===== config.mk =====
export PLATFORM = sky130hd
export DESIGN_NAME = s1_escalonador_nota
export DESIGN_NICKNAME = d
export VERILOG_FILES = /design/src/rtl/s1_pkg.sv /design/src/rtl/s1_temporizador.sv /design/src/rtl/s1_escalonador_nota.sv
export SDC_FILE = /design/constraint.sdc
export NUM_CORES = 1
export LEC_CHECK = 0
export ABC_AREA = 1
export ABC_CLOCK_PERIOD_IN_PS = 2500
export CAP_MARGIN = 20
export CORE_AREA = 2 2 58 60
export CTS_BUF_LIST = sky130_fd_sc_hd__clkbuf_16
export CTS_CLUSTER_DIAMETER = 80
export DETAILED_ROUTE_END_ITERATION = 16
export DIE_AREA = 0 0 60 62
export HOLD_SLACK_MARGIN = 0.06
export PLACE_DENSITY = 0.76
export SLEW_MARGIN = 20
export SYNTH_ARGS = -nofsm -noshare
export SYNTH_HDL_FRONTEND = slang
export SYNTH_SLANG_ARGS = --single-unit

===== constraint.sdc =====
create_clock -name clock -period 2.5 [get_ports clock]
set_clock_uncertainty 0.15 [all_clocks]
set_input_delay 0.375 -clock clock [delete_from_list [all_inputs] [get_ports clock]]
set_output_delay 0.375 -clock clock [all_outputs]
set_load 0.01 [all_outputs]

===== src/rtl/s1_pkg.sv =====
// Shared definitions for the Arduino note-channel scheduler: state codes,
// requester indices and the fixed-priority arbitration helper.
package s1_pkg;

  localparam int NOTE_W_DEF = 4;

  localparam int REQ_ERRO = 0;
  localparam int REQ_SEQ  = 1;
  localparam int REQ_BTN  = 2;
  localparam int N_REQ    = 3;

  typedef enum logic [2:0] {
    OCIOSO = 3'd0,
    ENVIA  = 3'd1,
    TOCA   = 3'd2,
    PAUSA  = 3'd3,
    FIM    = 3'd4
  } estado_t;

  // One-hot winner indexed by REQ_*; priority erro > seq > btn.
  function automatic logic [N_REQ-1:0] arbitra(input logic erro, input logic seq, input logic btn);
    logic [N_REQ-1:0] g;
    g = {N_REQ{1'b0}};
    if (erro) begin
      g[REQ_ERRO] = 1'b1;
    end else if (seq) begin
      g[REQ_SEQ] = 1'b1;
    end else if (btn) begin
      g[REQ_BTN] = 1'b1;
    end else begin
      g = {N_REQ{1'b0}};
    end
    return g;
  endfunction

  function automatic int max3(input int a, input int b, input int c);
    int m;
    m = (a > b) ? a : b;
    return (m > c) ? m : c;
  endfunction

endpackage


===== src/rtl/s1_temporizador.sv =====
// Loadable down-counter shared by the ack, note and gap phases.
// Saturates at zero; a load always takes precedence over counting.
module s1_temporizador
  import s1_pkg::*;
#(
  parameter int W = 4
) (
  input  logic         clock,
  input  logic         reset,
  input  logic         carrega,
  input  logic [W-1:0] valor,
  output logic         zero
);

  logic [W-1:0] cnt_q;
  logic [W-1:0] cnt_d;

  // Next count: load, decrement, or hold at zero.
  always_comb begin
    cnt_d = cnt_q;
    if (carrega) begin
      cnt_d = valor;
    end else if (cnt_q != {W{1'b0}}) begin
      cnt_d = cnt_q - W'(1);
    end else begin
      cnt_d = cnt_q;
    end
  end

  // Counter register.
  always_ff @(posedge clock or negedge reset) begin
    if (!reset) begin
      cnt_q <= {W{1'b0}};
    end else begin
      cnt_q <= cnt_d;
    end
  end

  assign zero = (cnt_q == {W{1'b0}});

endmodule


===== src/rtl/s1_escalonador_nota.sv =====
// Fixed-priority arbiter/sequencer for the single Arduino note channel.
// Optional ack timeout enabled by defining S1_ACK_TIMEOUT_EN.
module s1_escalonador_nota
  import s1_pkg::*;
#(
  parameter int                NOTE_W    = NOTE_W_DEF,
  parameter int                T_NOTA    = 1000,
  parameter int                T_PAUSA   = 250,
  parameter int                T_ACK     = 5000,
  parameter logic [NOTE_W-1:0] NOTA_ERRO = 4'hF
) (
  input  logic              clock,
  input  logic              reset,
  input  logic              habilita,
  input  logic              req_seq,
  input  logic [NOTE_W-1:0] nota_seq,
  input  logic              req_btn,
  input  logic [NOTE_W-1:0] nota_btn,
  input  logic              req_erro,
  output logic              gnt_seq,
  output logic              gnt_btn,
  output logic              gnt_erro,
  output logic              ard_valid,
  output logic [NOTE_W-1:0] ard_nota,
  input  logic              ard_ack,
  output logic              muda_nota,
  output logic              falha_ack,
  output logic              ocupado,
  output logic [2:0]        db_estado
);

  localparam int TMR_MAX = max3(T_NOTA, T_PAUSA, T_ACK);
  localparam int TMR_W   = (TMR_MAX > 1) ? $clog2(TMR_MAX) : 1;

  localparam logic [TMR_W-1:0] V_NOTA  = TMR_W'(T_NOTA - 1);
  localparam logic [TMR_W-1:0] V_PAUSA = TMR_W'(T_PAUSA - 1);
`ifdef S1_ACK_TIMEOUT_EN
  localparam logic [TMR_W-1:0] V_ENVIA = TMR_W'(T_ACK - 1);
`else
  localparam logic [TMR_W-1:0] V_ENVIA = {TMR_W{1'b0}};
`endif

  estado_t           estado_q, estado_d;
  logic [N_REQ-1:0]  gnt_q, gnt_d;
  logic [NOTE_W-1:0] nota_q, nota_d;
  logic              falha_q, falha_d;
  logic              carrega_s;
  logic [TMR_W-1:0]  valor_s;
  logic              zero_s;

  s1_temporizador #(.W(TMR_W)) u_tmr (
    .clock   (clock),
    .reset   (reset),
    .carrega (carrega_s),
    .valor   (valor_s),
    .zero    (zero_s)
  );

  // State, grant and latched-note registers.
  always_ff @(posedge clock or negedge reset) begin
    if (!reset) begin
      estado_q <= OCIOSO;
      gnt_q    <= {N_REQ{1'b0}};
      nota_q   <= {NOTE_W{1'b0}};
      falha_q  <= 1'b0;
    end else begin
      estado_q <= estado_d;
      gnt_q    <= gnt_d;
      nota_q   <= nota_d;
      falha_q  <= falha_d;
    end
  end

  // Next state, arbitration and timer loads.
  always_comb begin
    estado_d  = estado_q;
    gnt_d     = gnt_q;
    nota_d    = nota_q;
    falha_d   = 1'b0;
    carrega_s = 1'b0;
    valor_s   = {TMR_W{1'b0}};
    // Losing the enable aborts any note silently, whatever phase it is in.
    if ((estado_q != OCIOSO) && !habilita) begin
      estado_d = OCIOSO;
      gnt_d    = {N_REQ{1'b0}};
    end else begin
      case (estado_q)
        OCIOSO: begin
          if (habilita && (req_erro || req_seq || req_btn)) begin
            gnt_d     = arbitra(req_erro, req_seq, req_btn);
            nota_d    = req_erro ? NOTA_ERRO : (req_seq ? nota_seq : nota_btn);
            carrega_s = 1'b1;
            valor_s   = V_ENVIA;
            estado_d  = ENVIA;
          end else begin
            gnt_d    = {N_REQ{1'b0}};
            estado_d = OCIOSO;
          end
        end
        ENVIA: begin
          if (ard_ack) begin
            carrega_s = 1'b1;
            valor_s   = V_NOTA;
            estado_d  = TOCA;
`ifdef S1_ACK_TIMEOUT_EN
          end else if (zero_s) begin
            gnt_d    = {N_REQ{1'b0}};
            falha_d  = 1'b1;
            estado_d = OCIOSO;
`endif
          end else begin
            estado_d = ENVIA;
          end
        end
        TOCA: begin
          if (zero_s) begin
            carrega_s = 1'b1;
            valor_s   = V_PAUSA;
            estado_d  = PAUSA;
          end else begin
            estado_d = TOCA;
          end
        end
        PAUSA: begin
          if (zero_s) begin
            estado_d = FIM;
          end else begin
            estado_d = PAUSA;
          end
        end
        FIM: begin
          gnt_d    = {N_REQ{1'b0}};
          estado_d = OCIOSO;
        end
        default: begin
          gnt_d    = {N_REQ{1'b0}};
          estado_d = OCIOSO;
        end
      endcase
    end
  end

  // Outputs decoded from registered state.
  always_comb begin
    gnt_erro  = gnt_q[REQ_ERRO];
    gnt_seq   = gnt_q[REQ_SEQ];
    gnt_btn   = gnt_q[REQ_BTN];
    ard_valid = (estado_q == ENVIA);
    ocupado   = (estado_q != OCIOSO);
    db_estado = estado_q;
    falha_ack = falha_q;
    muda_nota = (estado_q == FIM) && habilita;
    case (estado_q)
      ENVIA, TOCA, PAUSA: ard_nota = nota_q;
      default:            ard_nota = {NOTE_W{1'b0}};
    endcase
  end

endmodule


==> metrics.yaml <==
outcome: "complete, no violations"
whs_ps: 316.6
utilization: 0.5525
dieArea_um2: 3720
power_switching_w: 0.0008469
hold_buffers: 0
rsz0062_at_grt: "false"
diodes: 0
overflow: 0
gp_congestion: 0.7970
rows: 21
peakVddDrop_v: 0.0004025
drt_first_pass_iters: 4
portBuffers: 27
drive_gt1_frac: 0.1238
powerDensity_nw_per_um2: 1160
intPower_w: 0.001191
maxSlewViolCount: 0
start_kind: "flip-flop"
drc: 0
syn_inst: 172
hp-class: "primary input to asynchronous set/reset pin"
nNetsFinal: 220
synth_fp_nets: 189
crit_fanout: 6
post-place-ws_ps: 199.9
wl_um: 2787
grt_max_degree: 24
vias_per_cell: 4.798
clock-sinks: 23
finalCritPeriodShare: 0.9504
ys_types: 27
htreeDepth: 1
synth_top_area_cell: "dfrtp_1"
track_usage: 0.1674
period_needed_ps: 2376
synth-warning-count: 0
cts.clk_slew.worst_paths_ps: 60
via_count: 1190
clockPowerShare: 0.173
hold_viol: 0
yosysMostFrequentCell: "nand2_1"
io_pins: 29
crit_slowest_cell: "clkdlybuf4s50_1"
path_class: "flip-flop to output port"
p_leak_nw: 0.8336
synth-seq-cells: 23
drv_cap: 0
dieWidth_um: 60
cts_setup_buffers: 0
ant_nets: 0
fmax_mhz: 420.9
drt_iter0_markers: 48
syn_area_um2: 1360
dp_hpwl_um: 2169
antenna_found_initial: 0
crit_top_cell: "nor2_1"
synth_commonest_cells: "nand2_1, dfrtp_1, nor2_1"
start_util: 0.4278
synth_top_area_frac: 0.4232
critPathArrivalTime_ps: 1850
switching_share: 0.4156
cp-end-kind: "output port"
grt_pass1_vias: 1109
root_buffer: "clkbuf_16"
post_cts_resized: 0
clk_latency_ps: 260
die_h_um: 62
pwr-share-comb: 0.506
fin_ws_ps: 124.1
async_flop_share: 1.000
synth.area.top_cells: "dfrtp_1, nand2_1, nor2_1"
clk_path_buf_depth: 2
post_drt_wl_per_cell_um: 11.24
syn_avg_cell_area_um2: 7.907
cts_buffers: 3
synth_edf_count: 0
cp_cell_sequence: "nor2_2 -> nor2_1 -> inv_1 -> nor2_1 -> clkdlybuf4s50_1"
tritoncts: "built"
yosysSeqAreaShare: 0.4232
finalSetupViolCount: 0
grt_first_pass_wirelength_um: 4664
crit_required_ps: 1980
tns_ps: 0
core-area_um2: 3179
area_growth_pct: 29.16
cp_slowest_stage_delay_ps: 550
fillers: 297
p_seq_frac: 0.321
ys.flop_type: "dfrtp_1"
==> cell type report <==
type | instances | area, um^2 | share of cell area
Clock buffer | 3 | 75.07 | 0.04274
Clock inverter | 1 | 5.005 | 0.002849
Sequential cell | 23 | 575.6 | 0.3276
Inverter | 26 | 98.84 | 0.05627
Tap cell | 46 | 57.56 | 0.03276
Timing Repair Buffer | 28 | 277.8 | 0.1581
Multi-Input combinational cell | 121 | 666.9 | 0.3796
==> worst paths after layout <==
check	start	endpoint	slack (ps)	cells past startpoint
setup / recovery	db_estado[1]$_DFF_PN0_	ard_nota[2]	120	5
setup reg to reg	u_tmr.cnt_q[0]$_DFFE_PN0P_	u_tmr.cnt_q[9]$_DFFE_PN0P_	560	10
hold / removal	reset	gnt_q[2]$_DFFE_PN0P_	320	2
min in group clock	u_tmr.cnt_q[0]$_DFFE_PN0P_	u_tmr.cnt_q[0]$_DFFE_PN0P_	360	2
hold reg to reg	u_tmr.cnt_q[0]$_DFFE_PN0P_	u_tmr.cnt_q[0]$_DFFE_PN0P_	360	2
max in group asynchronous	reset	nota_q[0]$_DFFE_PN0P_	1650	2
==> power by group through the flow <==
stage	combinational, W	clock [W]	sequential (W)
3_5_place_dp	0.00103	0	0.000658
4_1_cts	0.00104	0.000361	0.000653
2_1_floorplan	0.000745	0	0.000645
5_1_grt	0.00118	0.000377	0.000674
6_report	0.00103	0.000352	0.000653
3_3_place_gp	0.00102	0	0.000655
==> registers in the layout, summed over array words and instances (netlist names) <==
register and flops:
u_tmr.cnt_q 13, nota_q 4, db_estado 3, gnt_q 3
==> per-stage QoR <==
step / std cells / power, W / cell area [um^2]
after floorplan: 172 / 0.001390 / 1360
final: 248 / 0.002038 / 1757
after detailed placement: 244 / 0.001691 / 1677
after global routing: 248 / 0.002232 / 1757
after CTS: 248 / 0.002056 / 1757
after global placement: 244 / 0.001671 / 1677
==> layer usage <==
metal	vias up	global-route usage	routed length, um
li1	610	-	-
met1	563	0.2152	1278
met2	13	0.2702	1410
met3	4	0.03106	44
met4	0	0.08571	54
met5	-	0	0
==> critical path, delay by kind of cell, from the launching register on <==
family / cells / cell delay (ps)
simple gates: 3 / 420
flops: 1 / 470
buf+inv: 2 / 690
==> cells by family (layout without fill, tap and decap cells) <==
group | after synthesis | after routing | synth area share
adder cells (fa/ha/maj) | 2 | 2 | 0.01840
AND/OR/NAND/NOR | 87 | 87 | 0.3082
XOR/XNOR | 11 | 11 | 0.07084
buffers and inverters | 28 | 58 | 0.08647
flip-flops | 23 | 23 | 0.4232
other | 1 | 1 | 0.002757
AO/OA/AOI/OAI | 20 | 20 | 0.09016
==> cell usage in the layout (no fill, tap or decap) <==
| master | synthesis | final |
|---|---|---|
| nand2_1 | 33 | 33 |
| clkdlybuf4s50_1 | 0 | 27 |
| dfrtp_1 | 23 | 23 |
| nor2_1 | 22 | 22 |
| inv_1 | 19 | 19 |
| nand3_1 | 14 | 14 |
| a21oi_1 | 8 | 8 |
| xor2_1 | 7 | 7 |
| inv_2 | 6 | 6 |
| o21ai_0 | 6 | 6 |
| nor2_2 | 4 | 4 |
| o221ai_1 | 4 | 4 |
| xnor2_1 | 4 | 4 |
| nor3_1 | 3 | 3 |
| clkbuf_16 | 0 | 3 |
| nor2_4 | 2 | 2 |
| nand2_4 | 2 | 2 |
| nand3_2 | 2 | 2 |
| nor4_1 | 2 | 2 |
| clkinv_2 | 1 | 2 |
| ha_1 | 2 | 2 |
| nor3_2 | 1 | 1 |
| or2_4 | 1 | 1 |
| o2111ai_1 | 1 | 1 |
| nand4_1 | 1 | 1 |
| a21oi_2 | 1 | 1 |
| conb_1 | 1 | 1 |
| buf_4 | 1 | 1 |
Note: power is estimated with default switching activity, not from simulation.
